[src/rtl/datapath_core.sv]
// Accumulator-CPU datapath: PC, IR, 16-entry register file, ACC, ALU and Zero/Carry flags driven by controller strobes.
// Every strobe takes effect on the next rising clk edge (1-cycle latency); there is no handshake, so the controller paces all updates.
module datapath_core #(
    parameter int DATA_W = 8,
    parameter int PC_W   = 8,
    parameter int NREG   = 16
) (
    input  logic              clk,
    input  logic              reset,
    input  logic              LoadIR,
    input  logic              IncPC,
    input  logic              SelPC,
    input  logic              LoadPC,
    input  logic              LoadReg,
    input  logic              DumpReg,
    input  logic              LoadAcc,
    input  logic              DumpAcc,
    input  logic              SelAcc0,
    input  logic              SelAcc1,
    input  logic [3:0]        SelALU,
    input  logic [3:0]        ImmediateData,
    input  logic [3:0]        RegNumber,
    input  logic [7:0]        InstrData,
    output logic [PC_W-1:0]   InstrAddr,
    output logic [7:0]        Opcode,
    output logic [DATA_W-1:0] AccOut,
    output logic              Zero,
    output logic              Carry
);

    localparam logic [3:0] ALU_ADD = 4'b0000;
    localparam logic [3:0] ALU_SUB = 4'b0001;
    localparam logic [3:0] ALU_NOR = 4'b1000;
    localparam logic [3:0] ALU_SHR = 4'b1100;
    localparam logic [3:0] ALU_SHL = 4'b1101;

    logic [PC_W-1:0]   pc;
    logic [7:0]        ir;
    logic [DATA_W-1:0] acc;
    logic              zero_flag;
    logic              carry_flag;
    logic [DATA_W-1:0] regs [0:NREG-1];

    logic [DATA_W-1:0] reg_rd;
    logic [DATA_W-1:0] opnd_b;
    logic [DATA_W:0]   sum;
    logic [DATA_W-1:0] alu_r;
    logic              alu_c;
    logic [DATA_W-1:0] acc_next;
    logic [PC_W-1:0]   pc_jump;

    assign reg_rd  = regs[RegNumber];
    assign opnd_b  = DumpReg ? reg_rd : '0;
    assign pc_jump = SelPC ? PC_W'(ImmediateData) : PC_W'(reg_rd);

    // Codes without a defined carry pass the current flag through, so the
    // flag register can load alu_c unconditionally on any ALU write.
    always_comb begin
        sum   = '0;
        alu_r = acc;
        alu_c = carry_flag;
        case (SelALU)
            ALU_ADD: begin
                sum   = {1'b0, acc} + {1'b0, opnd_b};
                alu_r = sum[DATA_W-1:0];
                alu_c = sum[DATA_W];
            end
            ALU_SUB: begin
                sum   = {1'b0, acc} + {1'b0, ~opnd_b} + {{DATA_W{1'b0}}, 1'b1};
                alu_r = sum[DATA_W-1:0];
                alu_c = sum[DATA_W];
            end
            ALU_NOR: alu_r = ~(acc | opnd_b);
            ALU_SHR: begin
                alu_r = acc >> 1;
                alu_c = acc[0];
            end
            ALU_SHL: begin
                alu_r = acc << 1;
                alu_c = acc[DATA_W-1];
            end
            default: alu_r = acc;
        endcase
    end

    always_comb begin
        acc_next = DATA_W'(ImmediateData);
        if (SelAcc1) begin
            acc_next = alu_r;
        end else if (SelAcc0) begin
            acc_next = opnd_b;
        end
    end

    always_ff @(posedge clk or posedge reset) begin
        if (reset) begin
            pc         <= '0;
            ir         <= '0;
            acc        <= '0;
            zero_flag  <= 1'b0;
            carry_flag <= 1'b0;
        end else begin
            if (LoadIR) begin
                ir <= InstrData;
            end
            if (LoadPC) begin
                pc <= pc_jump;
            end else if (IncPC) begin
                pc <= pc + 1'b1;
            end
            if (LoadAcc) begin
                acc       <= acc_next;
                zero_flag <= (acc_next == '0);
                if (SelAcc1) begin
                    carry_flag <= alu_c;
                end
            end
        end
    end

    // Register writes take the pre-edge ACC, so a same-cycle ACC load does not leak in.
    always_ff @(posedge clk or posedge reset) begin
        if (reset) begin
            for (int i = 0; i < NREG; i++) begin
                regs[i] <= '0;
            end
        end else if (LoadReg && DumpAcc) begin
            regs[RegNumber] <= acc;
        end
    end

    assign InstrAddr = pc;
    assign Opcode    = ir;
    assign AccOut    = acc;
    assign Zero      = zero_flag;
    assign Carry     = carry_flag;

endmodule
[config.mk]
export PLATFORM = sky130hd
export DESIGN_NAME = datapath_core
export DESIGN_NICKNAME = d
export VERILOG_FILES = /design/src/rtl/datapath_core.sv
export SDC_FILE = /design/constraint.sdc
export NUM_CORES = 1
export LEC_CHECK = 0
export BUFFER_PORTS_ARGS = -buffer_cell sky130_fd_sc_hd__buf_4
export CORE_UTILIZATION = 50
export DETAILED_ROUTE_END_ITERATION = 8
export GPL_TIMING_DRIVEN = 0
export MAX_ROUTING_LAYER = met4
export PLACE_DENSITY = 0.74
export SETUP_SLACK_MARGIN = 0.15
export SLEW_MARGIN = 15
export SYNTH_ARGS = -nofsm -noshare
export SYNTH_HDL_FRONTEND = slang
export SYNTH_SLANG_ARGS = --single-unit
[constraint.sdc]
create_clock -name clk -period 6.27 [get_ports clk]
set_input_delay 1.254 -clock clk [delete_from_list [all_inputs] [get_ports clk]]
set_output_delay 1.254 -clock clk [all_outputs]
set_load 0.01 [all_outputs]
# Word-level counts from Yosys, hierarchy flattened
# Index checks and enable logic that the tools add are counted.
[op_classes]
muxes = 14
n_eq_ne = 4
n_reduce_logical = 7
order_cmp = 2
n_bitwise = 4
n_addsub = 4
[ops]
columns = ["operator", "n"]
rows = [
  ["$bwmux 128", 1],
  ["$mux 8", 9],
  ["$pmux 8 s5", 1],
  ["$bmux 8 s4", 1],
  ["$demux 8 s4", 1],
  ["$add 8x8->9", 2],
  ["$not 8->8", 2],
  ["$eq 4x4->1 const B", 3],
  ["$add 9x1->9 const B", 1],
  ["$add 8x1->8 const B", 1],
  ["$logic_not 8->1", 1],
  ["$or 8x8->8", 1],
  ["$ge 5x5->1 const B", 1],
  ["$lt 5x1->1 const B", 1],
  ["$not 4->5", 1],
  ["$eq 4x1->1 const B", 1],
  ["$logic_not 4->1", 1],
  ["$pmux 1 s4", 1],
  ["$reduce_bool 4->1", 1],
  ["$reduce_and 3->1", 1],
  ["$logic_and 1x1->1", 2],
  ["$reduce_bool 2->1", 1],
]
[totals]
word_cells = 56
in_bits = 32
out_inout_bits = 26
ff_bits = 154

# Logic depth before layout (Yosys ltp)
# Gate-level depths: netlist of run 1.
[depth]
ltp_word = 11
mapped_depth = 16
ltp_nobuf = 14

# Least setup slack after synthesis of run 1
# No wires, ideal clock.
[synth_path]
kind = "in2reg"
startpoint = "input RegNumber[1]"
endpoint = "register zero_flag (netlist: Zero)"
t_required_ps = 6166
setup_time_ps = 104
path_stages = 16
setup_slack_ps = 1626
arrival_ps = 4540
cell_sequence = "buf_2 -> buf_2 -> mux4_2 -> mux2i_1 -> mux2i_1 -> nand2_1 -> inv_1 -> ha_1 -> fa_1 -> a211oi_1 -> nor2_1 -> a221o_1 -> a211oi_1 -> o22a_1 -> o2111ai_1 -> o41ai_2"
[synth_between]
elab_chain_cells = 11
[synth_rtl]
columns = ["item", "line_no", "text"]
rows = [
  ["start, declared", "22", "input logic [3:0] RegNumber,"],
  ["$not 4->5 (implied by the code) *", "52", "assign reg_rd = regs[RegNumber];"],
  ["$bmux 8 s4 *", "52", ""],
  ["$mux 8 (implied by the code) * (2 in a row)", "52", ""],
  ["$mux 8 *", "53", "assign opnd_b = DumpReg ? reg_rd : '0;"],
  ["$not 8->8", "69", "sum = {1'b0, acc} + {1'b0, ~opnd_b} + {{DATA_W{1'b0}}, 1'b1};"],
  ["$add 8x8->9", "69", ""],
  ["$add 9x1->9", "69", ""],
  ["$pmux 8 s5", "62", "case (SelALU)"],
  ["$mux 8 *", "88", "if (SelAcc1) begin"],
  ["$logic_not 8->1 *", "113", "zero_flag <= (acc_next == '0);"],
  ["end signal, assigned", "113", ""],
  ["end, declared", "40", "logic zero_flag;"],
]
# Mark *: on every way between the ends. The rest lies on a longest branch, timed or not. The select of a mux whose other input is x is not followed.
# A chain may end at the register's enable or synchronous reset.

# Worst setup path after layout of run 1
[layout_path]
startpoint = "input RegNumber[3]"
endpoint = "register zero_flag (netlist: Zero)"
# Same word-level chain as after synthesis.

==> metrics.txt, run 1 <==
status=finished clean; final wirelength=23.0 mm; P_int=2190 µW; crit-path max cell delay=0.46 ns; Wirelength per Cell=22.1 µm; worst hold slack=0.485 ns; core box area=0.0165 mm²; Synth Flop Type=dfrtp_1; # diodes=0; Slew HR=0.252; compound-gate portion of the synthesized area=0.112; total gr overflow=0; Max Cap Violations=0; CTS tree=yes; RSZ-0062 raised after global routing=false; nets=868; NetSw=888 µW; Max Freq=0.187 GHz; cts bufs inserted=17; commonest non-fill, non-tap cell in the layout=dfrtp_1; switch share=0.288; endpoints failing hold=0; Placement Setup Slack=0.724 ns; Flop pwr share=0.422; Tightest Hold Check Type=flip-flop to flip-flop; initial antenna violation count=0; Post-DP Area=0.00916 mm²; Post-DP HPWL=15.7 mm; P per Cell Area=315 mW/mm²; Yosys cell types=70; Post-CTS Resized=0; Die Area=0.0174 mm²; #FFs+latches synth=154; drt pass-1 iters=5; Synth Warn #=0; DR iter-0 viols=557; critical-path cell list=buf_4, buf_2, buf_2, mux4_2, mux2i_1, mux2i_1, nand2_1, inv_1, ha_1, fa_1, a211oi_1, nor2_1, a221o_1, a211oi_1, o22a_1, o2111ai_1, o41ai_2; Cells after Synth=738; Worst Skew=0.0100 ns; Vias per Instance=6.13; Residual DRC=0; Skew-Pair Late Insertion Delay=0.43 ns; htree depth=4; number of flops mapped to enable cells by yosys=0; combinational power share=0.225; Post-CTS Setup Inserts=0; Crit. End Element=flip-flop; Die Y=132 µm; count of antenna-violating nets left after detailed routing=0; most frequent cells in the layout=dfrtp_1, mux2_2, nand2_1, o21ai_0, buf_4; Finished Cell Area=0.00978 mm²; via count=6381; Post-Synthesis Net Count=797; leakage=0.00443 µW; TritonCTS Sinks=154; syn_area_per_cell=11.5 µm²; slowest CP cell=fa_1; synthesis-to-layout area growth=15.8%; largest family of logic cells by synthesized area=multiplexers; root buf cell=clkbuf_16; CTS max path bufs=2; crit path DAT=5.67 ns; Async SR Flop Fraction=1.00; Worst-path clk slew=0.06 ns; post-route minimum period=5.35 ns; final critical-path share of the clock period=0.854; Synth Area in Adders=0.0417; CP Max Fanout=10; die width=132 µm; final worst slack=0.918 ns; # IOs=58; Final Slew Violations=0; final setup fails=0; Startpoint Class=primary input; Crit Path Class=primary input to flip-flop; Clock power frac=0.353; area share of and/or/nand/nor cells after synthesis=0.102; Slew @ Worst Pin=1.12 ns; XOR/XNOR share of the synthesized area=0.0104; non-filler instance count after layout=1041; first-pass GRT wire length=36.4 mm; post-synthesis mux area share=0.243; register area share after synthesis=0.456; synthesized cell area=0.00845 mm²; GP Congestion=0.922; total track usage=0.288; largest net degree at the start of global routing=81; initial core utilization=0.511; cts hold-fix bufs=0; port bufs=51; vias in the first global route=6455; Fillers=1357; proportion of layout cells with a drive suffix above 1=0.285; Rows=47; Worst VDD drop=230 µV; worst path required time=6.59 ns; placed cells=1010
[through the flow]
step | util | TNS, ns | total power, µW
detailed placement | 0.554 | 0 | 1990
CTS | 0.592 | 0 | 3080
floorplan | - | 0 | 1760
global placement | 0.551 | -130.98 | 1960
finish | 0.592 | 0 | 3080
global route | 0.592 | 0 | 3210
[cells by family after synthesis]
logic type	Yosys count
simple gates	180
buf+inv	71
compound gates	147
fa+ha+maj	27
mux	149
xor+xnor	10
flops	154
[worst max-delay path, delay by kind of cell]
kind,cells,cell delay (ns)
mux,3,0.82
buf+inv,4,0.78
fa+ha+maj,2,0.68
simple gates,2,0.29
compound gates,6,1.85
[flip-flops by register name, indices dropped and copies added, names as in the netlist]
name and count:
AccOut 8, Carry 1, Zero 1, InstrAddr 8, Opcode 8, regs 128
[cell usage after synthesis, drive strengths merged (19+ instances only)]
master  instances  area, µm²
o21ai          73        365
nand2          81        309
mux4           33        769
clkbuf         26       97.6
dfrtp         154       3850
buf            20        109
a21oi          19        103
ha             25        313
mux2           97       1090
nor2           32        120
inv            22       82.6
mux2i          19        190
[power groups by stage]
| stage | sequential (µW) | clock (µW) | combinational [µW] |
|---|---|---|---|
| 3_5_place_dp | 1310 | 0 | 681 |
| 2_1_floorplan | 1280 | 0 | 483 |
| 5_1_grt | 1320 | 1130 | 760 |
| 3_3_place_gp | 1300 | 0 | 660 |
| 6_report | 1300 | 1090 | 695 |
| 4_1_cts | 1300 | 1100 | 689 |
[path summary, 6_finish.rpt]
kind | slack (ns) | startpoint | end | cells after the start
worst max-delay path | 0.92 | RegNumber[3] | Zero$_DFFE_PP0P_ | 17
worst min-delay path | 0.49 | regs[127]$_DFFE_PP0P_ | regs[127]$_DFFE_PP0P_ | 2
worst max register to register | 1.93 | regs[24]$_DFFE_PP0P_ | Zero$_DFFE_PP0P_ | 14
worst min register to register | 0.49 | regs[127]$_DFFE_PP0P_ | regs[127]$_DFFE_PP0P_ | 2
max in group asynchronous | 4.62 | reset | regs[30]$_DFFE_PP0P_ | 3
min in group asynchronous | 0.88 | reset | Opcode[6]$_DFFE_PP0P_ | 2
[final cells by class]
type / count / area [µm²] / share of cell area
inverters: 25 / 101 / 0.0104
well taps: 220 / 275 / 0.0281
repair buffers: 52 / 410 / 0.0419
plain buffers: 46 / 206 / 0.0211
clock inverters: 11 / 168 / 0.0171
clock buffers: 20 / 457 / 0.0467
multi-input cells: 513 / 4310 / 0.441
flip-flops and latches: 154 / 3850 / 0.394
[layer usage]
layer | share of wire | wire (µm) | vias to the layer above | global-route usage
li1 | - | - | 2835 | -
met1 | 0.41 | 9410 | 3188 | 0.365
met2 | 0.47 | 10800 | 285 | 0.440
met3 | 0.075 | 1720 | 73 | 0.0581
met4 | 0.045 | 1040 | 0 | 0.146
met5 | 0 | 0 | - | -
Note: power is estimated with default switching activity, not from simulation.
==> run 2: changes to the inputs <==
--- a/config.mk
+++ b/config.mk
@@ -7,6 +7,7 @@
 export LEC_CHECK = 0
 export BUFFER_PORTS_ARGS = -buffer_cell sky130_fd_sc_hd__buf_4
 export CORE_UTILIZATION = 50
+export CTS_BUF_LIST = sky130_fd_sc_hd__clkbuf_4
 export DETAILED_ROUTE_END_ITERATION = 8
 export GPL_TIMING_DRIVEN = 0
 export MAX_ROUTING_LAYER = met4
==> run 2 against run 1 <==
  * Wire length decreased by 3.7%
  * Combinational power fell by 1%
  * Global-route usage fell by 0.81 points
  * Setup slack better by 0.19 ns
  * Clock power decreased by 39%
  * Critical path type unchanged
  * Largest power group unchanged
==> metrics.txt, run 2 (synthesis gave the netlist of run 1 again) <==
status=finished clean; WP depth=17 (unchanged); Worst-path clk slew=0.12 ns (+0.06 ns); Slew @ Worst Pin=1.15 ns (+0.0306 ns); Reg2Reg Depth=14 (unchanged); DR iter-0 viols=562 (+0.90%); Hold Crit Depth=2 (unchanged); Worst VDD drop=159 µV (-31%); met1 Resource Use GR=0.369 (+0.00370); port bufs=51 (unchanged); CP bufs+invs=4 (unchanged); Crit path max-delay family=compound AO/OA/AOI/OAI gates; r2r startpoint=regs[120]$_DFFE_PP0P_; TritonCTS Sinks=154 (unchanged); Clock power frac=0.251 (-0.102); synthesis-to-layout area growth=12.1%; combinational power share=0.260 (+0.035); Worst Skew=0.0204 ns (+0.0104 ns); Most Used Layer, Global Route=met2; Residual DRC=0 (unchanged); Startpoint Class=primary input; crit-path max cell delay=0.46 ns (about the same); drt pass-1 iters=8 (+3); final setup fails=0 (unchanged); Max Freq=0.194 GHz (+3.7%); Wirelength per Cell=21.2 µm (-3.8%); CTS tree=yes; root buf cell=clkbuf_4; final worst slack=1.11 ns (+0.192 ns); final critical-path share of the clock period=0.823 (-0.0307); final wirelength=22.1 mm (-3.7%); Post-DP HPWL=15.7 mm (unchanged); # IOs=58 (unchanged); Multi-input gate area=0.00431 mm² (unchanged); Tightest Hold Check Type=flip-flop to flip-flop; Rows=47 (unchanged); Hold Path Origin=regs[57]$_DFFE_PP0P_; total gr overflow=0 (unchanged); FF+latch area=0.00385 mm² (unchanged); Global Route met3 Usage=0.0538 (-0.00423); vias in the first global route=6359 (-1.5%); Die Y=132 µm (unchanged); cts bufs inserted=17 (unchanged); CP Max Fanout=10 (unchanged); cts hold-fix bufs=0 (unchanged); core box area=0.0165 mm² (unchanged); FF-to-FF End=Zero$_DFFE_PP0P_; total track usage=0.280 (-0.00811); Slew HR=0.231 (-0.0205); Post-CTS Setup Inserts=0 (unchanged); P_int=1820 µW (-17%); total power=2640 µW (-14%); Post-CTS Resized=0 (unchanged); initial core utilization=0.511 (unchanged); CTS max path bufs=2 (unchanged); nets=868 (unchanged); Worst Hold End=regs[57]$_DFFE_PP0P_; Final Slew Violations=0 (unchanged); M2 GR Usage=0.429 (-0.0103); crit path DAT=5.63 ns (-0.04 ns); Crit Path Class=primary input to flip-flop; P per Cell Area=279 mW/mm² (-11%); Flop pwr share=0.489 (+0.067); Vias per Instance=6.04 (-1.5%); NetSw=820 µW (-7.6%); slowest CP cell=fa_1; worst path required time=6.74 ns (+0.15 ns); die width=132 µm (unchanged); leakage=0.00429 µW (-3.1%); post-route minimum period=5.16 ns (-0.192 ns); Crit. End Element=flip-flop; critical-path cell list=buf_4, buf_2, buf_2, mux4_2, mux2i_1, mux2i_1, nand2_1, inv_1, ha_1, fa_1, a211oi_1, nor2_1, a221o_1, a211oi_1, o22a_1, o2111ai_1, o41ai_2; register-to-register setup slack=1.99 ns (+0.06 ns); largest net degree at the start of global routing=81 (unchanged); first-pass GRT wire length=35.7 mm (-1.9%); Reg with most FFs=regs; Placement Setup Slack=0.724 ns (unchanged); initial antenna violation count=1 (+1); Post-DP Area=0.00916 mm² (unchanged); commonest non-fill, non-tap cell in the layout=dfrtp_1; most frequent cells in the layout=dfrtp_1, mux2_2, nand2_1, o21ai_0, buf_4; GP Congestion=0.922 (unchanged); Max Cap Violations=0 (unchanged); htree depth=4 (unchanged); proportion of layout cells with a drive suffix above 1=0.284 (-0.00122); flip-flop count of the largest register after layout=128 (unchanged); endpoints failing hold=0 (unchanged); switch share=0.310 (+0.0225); Fillers=1403 (+3.4%); Die Area=0.0174 mm² (unchanged); via count=6291 (-1.4%); RSZ-0062 raised after global routing=false; count of antenna-violating nets left after detailed routing=0 (unchanged); Skew-Pair Late Insertion Delay=0.58 ns (+0.15 ns); Finished Cell Area=0.00947 mm² (-3.2%)
## run 2: changes by cell type in the layout (fill, tap and decap cells not counted), sizes merged
cell,before,now
clkbuf,46,44
clkinv,7,9
diode,0,1
## run 2: worst max path at each step
stage                 startpoint                        to
floorplan                  reset     AccOut[0]$_DFFE_PP0P_
global placement           reset  InstrAddr[3]$_DFFE_PP0P_
detailed placement  RegNumber[3]          Zero$_DFFE_PP0P_
CTS                 RegNumber[3]          Zero$_DFFE_PP0P_
global route        RegNumber[3]          Zero$_DFFE_PP0P_
finish              RegNumber[3]          Zero$_DFFE_PP0P_
## run 2: through the flow
| stage | instances | util | TNS, ns | hold WS, ns |
|---|---|---|---|---|
| global placement | 1009 | 0.551 | -130.98 | 0.456 |
| detailed placement | 1010 | 0.554 | 0 | 0.468 |
| CTS | 1041 | 0.573 | 0 | 0.495 |
| floorplan | 738 | - | 0 | 0.442 |
| global route | 1042 | 0.573 | 0 | 0.511 |
| finish | 1042 | 0.573 | 0 | 0.488 |
## run 2: final cells by class
type,count,share of cell area
inverters,25,0.0107
multi-input cells,513,0.455
diodes,1,0.000264
flip-flops and latches,154,0.407
well taps,220,0.0291
repair buffers,52,0.0433
plain buffers,46,0.0218
clock buffers,18,0.0143
clock inverters,13,0.0185
## run 2: power groups by stage
stage | sequential, µW | clock [µW] | combinational (µW)
floorplan | 1280 | 0 | 483
global placement | 1300 | 0 | 660
detailed placement | 1310 | 0 | 681
CTS | 1290 | 678 | 683
global route | 1310 | 716 | 753
finish | 1290 | 664 | 686
## run 2: worst min-delay path, stage by stage (launching register included)
cell,delay [ns]
dfrtp_1,0.36
nand2_1,0.04
o21ai_0,0.05
## run 2: per-layer routing
layer / up-vias / share of wire
li1: 2833 / -
met1: 3155 / 0.43
met2: 244 / 0.47
met3: 59 / 0.063
met4: 0 / 0.029
met5: - / 0
